<file path="config.mk">
export PLATFORM = sky130hd
export DESIGN_NAME = control_mult_seq
export DESIGN_NICKNAME = d
export VERILOG_FILES = /design/src/rtl/ctrl_pkg.sv /design/src/rtl/control_hold_counter.sv /design/src/rtl/control_mult_seq.sv
export SDC_FILE = /design/constraint.sdc
export NUM_CORES = 1
export LEC_CHECK = 0
export CAP_MARGIN = 20
export CELL_PAD_IN_SITES_DETAIL_PLACEMENT = 0
export CELL_PAD_IN_SITES_GLOBAL_PLACEMENT = 1
export CORE_MARGIN = 5
export CORE_UTILIZATION = 41
export CTS_BUF_LIST = sky130_fd_sc_hd__clkbuf_4 sky130_fd_sc_hd__clkbuf_8 sky130_fd_sc_hd__clkbuf_16
export DETAILED_ROUTE_END_ITERATION = 8
export PLACE_DENSITY_LB_ADDON = 0.1
export SLEW_MARGIN = 20
export SYNTH_ARGS = -nofsm -noshare
export SYNTH_HDL_FRONTEND = slang
export SYNTH_SLANG_ARGS = --single-unit
export TNS_END_PERCENT = 10
</file>
<file path="constraint.sdc">
create_clock -name clk -period 3.84 [get_ports clk]
set_input_delay 0.768 -clock clk [delete_from_list [all_inputs] [get_ports clk]]
set_output_delay 0.768 -clock clk [all_outputs]
set_load 0.05 [all_outputs]
</file>
<file path="src/rtl/ctrl_pkg.sv">
// Shared definitions for the shift-add multiplier controller: state
// encoding, hold-counter sizing and a constant clog2 helper.
package ctrl_pkg;

  typedef enum logic [2:0] {
    S_IDLE  = 3'd0,
    S_LOAD  = 3'd1,
    S_CHECK = 3'd2,
    S_ADD   = 3'd3,
    S_SHIFT = 3'd4,
    S_DONE  = 3'd5
  } ctrl_state_e;

  // Default number of cycles the DONE strobe is stretched.
  localparam int DONE_HOLD_DEFAULT = 32;

  // Hold counter width; covers hold lengths up to 255.
  localparam int HOLD_CNT_W = 8;

  // Ceiling log2, usable in constant expressions (port widths).
  function automatic int ctrl_clog2(input int value);
    int result;
    int rem;
    result = 0;
    rem    = value - 1;
    while (rem > 0) begin
      result = result + 1;
      rem    = rem >> 1;
    end
    return result;
  endfunction

endpackage

</file>
<file path="src/rtl/control_hold_counter.sv">
// Counts cycles while enabled and flags the last cycle of a HOLD-long
// window. Clear has priority over enable; the count saturates at HOLD-1.
module control_hold_counter
  import ctrl_pkg::*;
#(
  parameter int HOLD = DONE_HOLD_DEFAULT
) (
  input  logic clk,
  input  logic rst_n,
  input  logic en,
  input  logic clr,
  output logic expired
);

  localparam logic [HOLD_CNT_W-1:0] LAST = HOLD_CNT_W'(HOLD - 1);

  logic [HOLD_CNT_W-1:0] count_reg;
  logic [HOLD_CNT_W-1:0] count_next;

  // Next count: clear, advance while enabled, or hold at the last value.
  always_comb begin
    count_next = count_reg;
    if (clr) begin
      count_next = '0;
    end else if (en && (count_reg != LAST)) begin
      count_next = count_reg + 1'b1;
    end
  end

  // Count register with synchronous active-low reset.
  always_ff @(posedge clk) begin
    if (!rst_n) begin
      count_reg <= '0;
    end else begin
      count_reg <= count_next;
    end
  end

  // Asserted during the final enabled cycle of the window.
  assign expired = en && (count_reg == LAST);

endmodule

</file>
<file path="src/rtl/control_mult_seq.sv">
// Control FSM for a shift-add multiplier: loads operands, runs WIDTH
// check/add/shift iterations, then holds DONE for DONE_HOLD cycles.
// Outputs are decoded from the registered state only.
module control_mult_seq
  import ctrl_pkg::*;
#(
  parameter int WIDTH      = 8,
  parameter int DONE_HOLD  = DONE_HOLD_DEFAULT,
  parameter int EARLY_EXIT = 0
) (
  input  logic                               clk,
  input  logic                               rst_n,
  input  logic                               INIT,
  input  logic                               LSB,
  input  logic                               Z,
  input  logic                               ABORT,
  output logic                               LD,
  output logic                               RST_ACC,
  output logic                               ADD,
  output logic                               SH,
  output logic                               DONE,
  output logic                               BUSY,
  output logic [ctrl_clog2(WIDTH+1)-1:0]     ITER
);

  localparam int                ITER_W    = ctrl_clog2(WIDTH + 1);
  localparam logic [ITER_W-1:0] ITER_LAST = ITER_W'(WIDTH - 1);
  localparam logic [ITER_W-1:0] ITER_FULL = ITER_W'(WIDTH);

  ctrl_state_e       state_reg;
  ctrl_state_e       state_next;
  logic [ITER_W-1:0] iter_reg;
  logic [ITER_W-1:0] iter_next;
  logic              hold_en;
  logic              hold_clr;
  logic              hold_expired;

  // The hold counter runs only in DONE and is cleared whenever the FSM
  // is about to be anywhere else, so it always starts DONE at zero.
  assign hold_en  = (state_reg == S_DONE);
  assign hold_clr = (state_next != S_DONE);

  control_hold_counter #(
    .HOLD (DONE_HOLD)
  ) u_hold (
    .clk     (clk),
    .rst_n   (rst_n),
    .en      (hold_en),
    .clr     (hold_clr),
    .expired (hold_expired)
  );

  // State register.
  always_ff @(posedge clk) begin
    if (!rst_n) begin
      state_reg <= S_IDLE;
    end else begin
      state_reg <= state_next;
    end
  end

  // Next-state logic; ABORT overrides every transition outside IDLE.
  always_comb begin
    state_next = state_reg;
    case (state_reg)
      S_IDLE:  if (INIT) state_next = S_LOAD;
      S_LOAD:  state_next = S_CHECK;
      S_CHECK: begin
        if ((EARLY_EXIT != 0) && Z) begin
          state_next = S_DONE;
        end else if (LSB) begin
          state_next = S_ADD;
        end else begin
          state_next = S_SHIFT;
        end
      end
      S_ADD:   state_next = S_SHIFT;
      S_SHIFT: begin
        if (iter_reg == ITER_LAST) begin
          state_next = S_DONE;
        end else begin
          state_next = S_CHECK;
        end
      end
      S_DONE:  if (hold_expired) state_next = S_IDLE;
      default: state_next = S_IDLE;
    endcase
    if (ABORT && (state_reg != S_IDLE)) begin
      state_next = S_IDLE;
    end
  end

  // Iteration count: zero whenever heading to IDLE, +1 per shift, saturating.
  always_comb begin
    iter_next = iter_reg;
    if (state_next == S_IDLE) begin
      iter_next = '0;
    end else if ((state_reg == S_SHIFT) && (iter_reg != ITER_FULL)) begin
      iter_next = iter_reg + 1'b1;
    end
  end

  // Iteration counter register.
  always_ff @(posedge clk) begin
    if (!rst_n) begin
      iter_reg <= '0;
    end else begin
      iter_reg <= iter_next;
    end
  end

  // Moore output decode; unknown encodings drive everything low.
  always_comb begin
    LD      = 1'b0;
    RST_ACC = 1'b0;
    ADD     = 1'b0;
    SH      = 1'b0;
    DONE    = 1'b0;
    BUSY    = 1'b0;
    case (state_reg)
      S_LOAD: begin
        LD      = 1'b1;
        RST_ACC = 1'b1;
        BUSY    = 1'b1;
      end
      S_CHECK: BUSY = 1'b1;
      S_ADD: begin
        ADD  = 1'b1;
        BUSY = 1'b1;
      end
      S_SHIFT: begin
        SH   = 1'b1;
        BUSY = 1'b1;
      end
      S_DONE: begin
        DONE = 1'b1;
        BUSY = 1'b1;
      end
      default: ;
    endcase
  end

  assign ITER = iter_reg;

endmodule
</file>
==> results of run 1 <==
==> power by group <==
part,leakage (nW),internal (mW),total (mW),switching [mW]
Combinational,0.234,0.0279,0.0765,0.0485
Clock,0.0139,0.0395,0.0950,0.0555
Sequential,0.121,0.158,0.164,0.00527
Total,0.369,0.226,0.335,0.109
==> how the worst max path moves through the flow <==
stage / startpoint / end / slack (ps) / cells past startpoint
after floorplan: state_reg[2]$_SDFF_PN0_ / RST_ACC / 1560 / 3
after global placement: state_reg[2]$_SDFF_PN0_ / SH / 1240 / 3
after detailed placement: state_reg[2]$_SDFF_PN0_ / SH / 1250 / 3
after CTS: state_reg[2]$_SDFF_PN0_ / SH / 920 / 3
after global routing: state_reg[2]$_SDFF_PN0_ / SH / 840 / 3
final: state_reg[2]$_SDFF_PN0_ / SH / 930 / 3
==> cell usage after synthesis, types with 3 or more instances <==
cell type and n:
dfxtp_1 15, nor3_1 11, nor2_1 9, xor2_1 8, inv_1 4, nand4_1 4
a21oi_1 3, ha_1 3, mux2i_1 3, nand2b_1 3, o211ai_1 3
==> layout by cell type, fill, tap and decap left out, drive strengths merged <==
cell | Yosys | layout
o21ai | 1 | 1
dfxtp | 15 | 15
or2 | 1 | 1
o22ai | 1 | 1
or3b | 1 | 1
xnor2 | 2 | 2
clkdlybuf4s50 | 0 | 14
clkinvlp | 0 | 1
and3 | 3 | 3
xor2 | 8 | 8
a21o | 1 | 1
nand2 | 2 | 2
o221ai | 1 | 1
clkbuf | 0 | 3
nor3 | 13 | 13
nand3b | 2 | 2
clkinv | 1 | 1
and2 | 1 | 1
inv | 4 | 4
nand4 | 4 | 4
mux2i | 3 | 3
and3b | 1 | 1
nor2b | 1 | 1
nand2b | 3 | 3
o2111ai | 1 | 1
nand3 | 2 | 2
nor4 | 1 | 1
nor2 | 9 | 9
o21a | 1 | 1
ha | 3 | 3
or3 | 1 | 1
a21oi | 3 | 3
o211ai | 3 | 3
==> logic make-up (layout without fill, tap and decap cells) <==
kind of cell	Yosys count	count (layout)	share of synthesized area, %
adders and majority gates	3	3	4.238
buffers and inverters	9	23	6.354
AOI/OAI and AO/OA	12	12	10.59
muxes	3	3	3.390
and+or+nand+nor	45	45	31.64
xor gates and xnor gates	10	10	9.888
DFF	15	15	33.90
==> final cells by class <==
| cell class | instances | area [sq um] |
|---|---|---|
| fill | 198 | 949.7 |
| multi-input combinational | 73 | 529.3 |
| sequential | 15 | 300.3 |
| timing repair buffer | 14 | 140.1 |
| tap | 27 | 33.78 |
| clock buffer | 3 | 22.52 |
| inverter | 5 | 18.77 |
| clock inverter | 1 | 7.507 |
==> routing by layer <==
metal  track usage, %  vias up  routed length (um)
met2            15.84       10                 689
met3            2.523        2                  79
met4            4.068        0                  12
li1                 -      376                   -
met5                0        -                   0
met1            15.68      317                 886
==> worst max-delay path, stage by stage (launching register included) <==
cell and delay [ps]:
dfxtp_1 450, or3b_1 440, clkinv_1 150, clkdlybuf4s50_1 820
==> stage by stage <==
stage                     util [%]  setup slack [ps]
after detailed placement     51.06              1249
final                        52.56             931.7
after CTS                    52.56             924.0
after global placement       51.06              1236
after floorplan                  -              1558
after global routing         52.56             836.5
==> flow_summary.rst, run 1 <==
.. list-table::
   :header-rows: 1

   * - Metric
     - Value
   * - Global-route wire length before repair
     - 2822 um
   * - Share of post-route cells with drive strength above 1
     - 10.81%
   * - Post_cts resized
     - 0
   * - Worst Hold Slack
     - 553.9 ps
   * - Post-DR wirelength/cell
     - 12.08 um
   * - Aggregate global routing overflow
     - 0
   * - Number of violations reported at the end of detailed-routing iteration 0
     - 6
   * - Via count
     - 705
   * - Detailed Route WL
     - 1667 um
   * - Synthesized flop and latch total
     - 15
   * - Starting density of the core
     - 44.25%
   * - Async S/R FF share, synth
     - 0%
   * - Area of all placed cells without fillers
     - 1052 sq um
   * - Launching point of the worst reg2reg path
     - u_hold.count_reg[0]$_SDFFE_PP0P_
   * - Total nets after synthesis
     - 106
   * - Number of detailed-route iterations in the first pass
     - 4
   * - Drt drc
     - 0
   * - Mapped Area
     - 885.9 sq um
   * - Residual antenna-violating net count after detailed routing
     - 0
   * - Run status
     - finished, final reports clean
   * - Post CTS Setup Buffer Count
     - 0
   * - Initial antenna violation count
     - 0
   * - Hold WC Path Type
     - reg -> reg
   * - Primary flip-flop cell chosen by synthesis mapping
     - dfxtp_1
   * - Placed cell count
     - 134
   * - CTS tree
     - done
   * - Via density per instance
     - 5.109
   * - Synth Instances
     - 97
   * - DIE AREA
     - 3190 sq um
   * - Length in cells of the worst reg-to-reg path
     - 5
   * - Die X
     - 56.48 um
   * - Maximum frequency from static timing analysis
     - 343.8 MHz
   * - Fin Setup TNS
     - 0 ps
   * - Crit path required time
     - 3070 ps
   * - Filler-free cell count of the finished design
     - 138
   * - Total Nets Final
     - 121
   * - Maximum number of pins on one net before global-route repair
     - 11
   * - Pleak
     - 0.3690 nW
   * - Number of global-route vias before repair
     - 638
   * - Antenna diode count
     - 0
   * - Die Y-Extent
     - 56.48 um
   * - Placed standard-cell area
     - 1022 sq um
   * - Hold path depth
     - 2
   * - Source-to-sink clock delay at the later pin of the worst-skew pair
     - 290 ps
   * - Element type at the critical path start
     - register
   * - Number of placement rows
     - 16
   * - H-tree depth
     - 1
   * - Worst Skew
     - 17.69 ps
   * - Number of endpoints failing setup at the final stage
     - 0
   * - Relative slew margins
     - 62.93%
   * - End of the worst register-to-register path
     - u_hold.count_reg[7]$_SDFFE_PP0P_
   * - IO Count
     - 16
   * - Clk root buf
     - clkbuf_4
   * - Count of buffers inserted at the top-level ports
     - 14
   * - Path type of the worst setup path
     - reg -> out
   * - All-Layer GR Usage
     - 10.99%
   * - Pins over their slew limit
     - 0
   * - Final Power
     - 0.3352 mW
   * - Synth Warn #
     - 0
   * - Critical path data arrival time
     - 2140 ps
   * - Unrepaired setup endpoints after global routing
     - false
   * - Slack of the worst reg-to-reg path
     - 2010 ps
   * - Largest register FFs
     - 8
   * - Period Utilization, post-route
     - 75.74%
   * - Transition time at the pin with the least slew margin
     - 552.3 ps
   * - Synthesis-to-finish area growth
     - 18.79%
   * - Final worst path period need
     - 2908 ps
   * - Area of the core
     - 2002 sq um
   * - Top cell type's share of synthesized area
     - 33.90%
   * - Area contributors post-synth
     - dfxtp_1, xor2_1, nor3_1
   * - Synth area leader
     - dfxtp_1
   * - Cts-stage hold buffer count
     - 0
   * - Num Clock Sinks
     - 15
   * - Origin of the worst min-delay path
     - u_hold.count_reg[1]$_SDFFE_PP0P_
   * - Number of distinct standard cells referenced by the synthesized netlist
     - 35
   * - Final hold viol count
     - 0
   * - Peak supply drop
     - 0.0001614 V
   * - Global placement routability congestion
     - 0.7081
   * - Maximum fanout along the worst path
     - 9
   * - Crit. End Element
     - primary output
   * - Number of enable flip-flop cells after synthesis
     - 0
   * - Number of violations of the max-capacitance limit
     - 0
   * - Worst Hold Endpoint
     - u_hold.count_reg[1]$_SDFFE_PP0P_
   * - Clock input transition at the sequential cells of the worst setup and hold paths
     - 110 ps
   * - Mean area per synthesized cell
     - 9.132 sq um
   * - TritonCTS Buffers
     - 3
   * - Clock buffer depth
     - 2
   * - Power per standard cell area
     - 318.5 nW/um^2
   * - HPWL after detailed placement
     - 1241 um
   * - Fraction of the yosys area taken by sequential cells
     - 33.90%
(Power assumes the default switching activity.)
==> inputs of run 2 (changes only) <==
CORE_UTILIZATION = 38   (was 41)
clock period = 2.7 ns   (was 3.84 ns; I/O delays follow)
==> flow_summary.rst, run 2 (synthesized netlist as in run 1, its figures left out) <==
.. list-table::
   :header-rows: 1

   * - Metric
     - Value
   * - Area of the core
     - 2212 sq um (+10%)
   * - Via density per instance
     - 5.064 (-0.87%)
   * - Via count
     - 709 (+0.57%)
   * - Most common cell after layout, fill and taps aside
     - dfxtp_1
   * - Filler-free cell count of the finished design
     - 140 (+1.4%)
   * - Number of global-route vias before repair
     - 680 (+6.6%)
   * - Drt drc
     - 0 (unchanged)
   * - Detailed Route WL
     - 1757 um (+5.4%)
   * - Clock input transition at the sequential cells of the worst setup and hold paths
     - 100 ps (about the same)
   * - Final Power
     - 0.4773 mW (+42%)
   * - Die Y-Extent
     - 58.28 um (+3.2%)
   * - Clock buffer depth
     - 2 (unchanged)
   * - Aggregate global routing overflow
     - 0 (unchanged)
   * - Maximum number of pins on one net before global-route repair
     - 11 (unchanged)
   * - CTS tree
     - done
   * - Crit path required time
     - 2160 ps (-910 ps)
   * - Cts-stage hold buffer count
     - 0 (unchanged)
   * - Number of detailed-route iterations in the first pass
     - 4 (unchanged)
   * - All-Layer GR Usage
     - 11.51% (+0.52 points)
   * - Fin Setup TNS
     - 0 ps (unchanged)
   * - Global placement routability congestion
     - 0.7446 (+5.2%)
   * - Pleak
     - 0.3802 nW (+3.0%)
   * - Num Clock Sinks
     - 15 (unchanged)
   * - Critical Path, Cell by Cell
     - or2_2 > nor2_1 > a21oi_1 > clkdlybuf4s50_1
   * - Commonest cells after routing, fill and taps aside
     - dfxtp_1, clkdlybuf4s50_1, nor3_1
   * - Share of post-route cells with drive strength above 1
     - 12.50% (+1.7 points)
   * - Worst Skew
     - 3.086 ps (-14.60 ps)
   * - Residual antenna-violating net count after detailed routing
     - 0 (unchanged)
   * - Pins over their slew limit
     - 0 (unchanged)
   * - Maximum fanout along the worst path
     - 9 (unchanged)
   * - Initial antenna violation count
     - 0 (unchanged)
   * - Die X
     - 58.28 um (+3.2%)
   * - Starting density of the core
     - 40.05% (-4.2 points)
   * - Delay contributed by the slowest stage of the critical path
     - 810 ps (about the same)
   * - H-tree depth
     - 1 (unchanged)
   * - Global-route wire length before repair
     - 3077 um (+9.0%)
   * - Critical path data arrival time
     - 1910 ps (-230 ps)
   * - Maximum frequency from static timing analysis
     - 408.5 MHz
   * - Post-DR wirelength/cell
     - 12.55 um (+3.9%)
   * - Synthesis-to-finish area growth
     - 19.21%
   * - Path type of the worst setup path
     - reg -> out
   * - Element type at the critical path start
     - register
   * - DIE AREA
     - 3397 sq um (+6.5%)
   * - Crit-path slowest cell
     - clkdlybuf4s50_1
   * - TritonCTS Buffers
     - 3 (unchanged)
   * - Post_cts resized
     - 0 (unchanged)
   * - Number of placement rows
     - 17 (+1)
   * - Power per standard cell area
     - 451.9 nW/um^2 (+42%)
   * - Post CTS Setup Buffer Count
     - 0 (unchanged)
   * - Unrepaired setup endpoints after global routing
     - false
   * - Clk root buf
     - clkbuf_4
   * - Crit. End Element
     - primary output
   * - HPWL after detailed placement
     - 1270 um (+2.4%)
   * - Placed cell count
     - 136 (+1.5%)
   * - Antenna diode count
     - 0 (unchanged)
   * - Relative slew margins
     - 62.47% (-0.46 points)
   * - Transition time at the pin with the least slew margin
     - 559.2 ps (+6.909 ps)
   * - Fill cells
     - 230 (+16%)
   * - Number of violations reported at the end of detailed-routing iteration 0
     - 20 (+14)
   * - Number of violations of the max-capacitance limit
     - 0 (unchanged)
   * - Final hold viol count
     - 0 (unchanged)
   * - Source-to-sink clock delay at the later pin of the worst-skew pair
     - 290 ps (about the same)
   * - Run status
     - finished, final reports clean
   * - IO Count
     - 16 (unchanged)
   * - Number of endpoints failing setup at the final stage
     - 0 (unchanged)
   * - Largest register FFs
     - 8 (unchanged)
   * - Hold WC Path Type
     - reg -> reg
   * - Period Utilization, post-route
     - 90.67%
   * - Peak supply drop
     - 0.0002662 V (+65%)
   * - Final worst path period need
     - 2448 ps
   * - Count of buffers inserted at the top-level ports
     - 14 (unchanged)
   * - Total Nets Final
     - 122 (+0.83%)
[run 2: path summary, 6_finish.rpt]
kind / startpoint / endpoint / slack [ps] / depth (start not counted)
setup / recovery: state_reg[2]$_SDFF_PN0_ / BUSY / 250 / 4
hold reg to reg: u_hold.count_reg[1]$_SDFFE_PP0P_ / u_hold.count_reg[1]$_SDFFE_PP0P_ / 560 / 2
hold / removal: u_hold.count_reg[1]$_SDFFE_PP0P_ / u_hold.count_reg[1]$_SDFFE_PP0P_ / 560 / 2
setup reg to reg: u_hold.count_reg[0]$_SDFFE_PP0P_ / u_hold.count_reg[7]$_SDFFE_PP0P_ / 810 / 5
[run 2: area by class of cell]
cell class | instances | area, sq um | area share (%)
multi-input combinational | 73 | 529.3 | 50.12
tap | 28 | 35.03 | 3.318
sequential | 15 | 300.3 | 28.44
clock inverter | 1 | 5.005 | 0.4739
clock buffer | 3 | 22.52 | 2.133
inverter | 5 | 18.77 | 1.777
timing repair buffer | 15 | 145.1 | 13.74
[run 2: routing by layer]
layer	GRT usage, %	part of all wire (%)	wire length (um)
met2	16.59	41	728
met4	5.960	0.80	14
met5	0	0	0
met3	2.673	5.5	97
met1	15.78	52	916
[run 2: worst max-delay path, delay by kind of cell (launching register included)]
kind,cells,cell delay (ps)
buffers and inverters,1,810
flip-flops,1,470
AND/OR/NAND/NOR,2,220
AO/OA/AOI/OAI,1,120
[run 2: report_power, final]
part	switching, mW	internal (mW)	total (mW)
registers	0.00805	0.225	0.233
clock network	0.0800	0.0550	0.135
logic	0.0692	0.0397	0.109
total	0.157	0.320	0.477
[run 2: through the flow]
stage                     area (sq um)  hold slack (ps)  worst slack (ps)  utilization [%]
after floorplan                  885.9            509.5             646.1                -
after global placement            1028            547.3             578.6            46.49
after detailed placement          1028            540.8             575.1            46.49
after CTS                         1056            560.3             232.3            47.74
after global routing              1056            604.2             169.2            47.74
final                             1056            562.1             252.0            47.74
==> inputs of run 3 (changes only) <==
HOLD_SLACK_MARGIN = 0.1   (was not set)
==> results of run 3 <==
The final DEF is identical to that of run 2; final timing and power are the same.
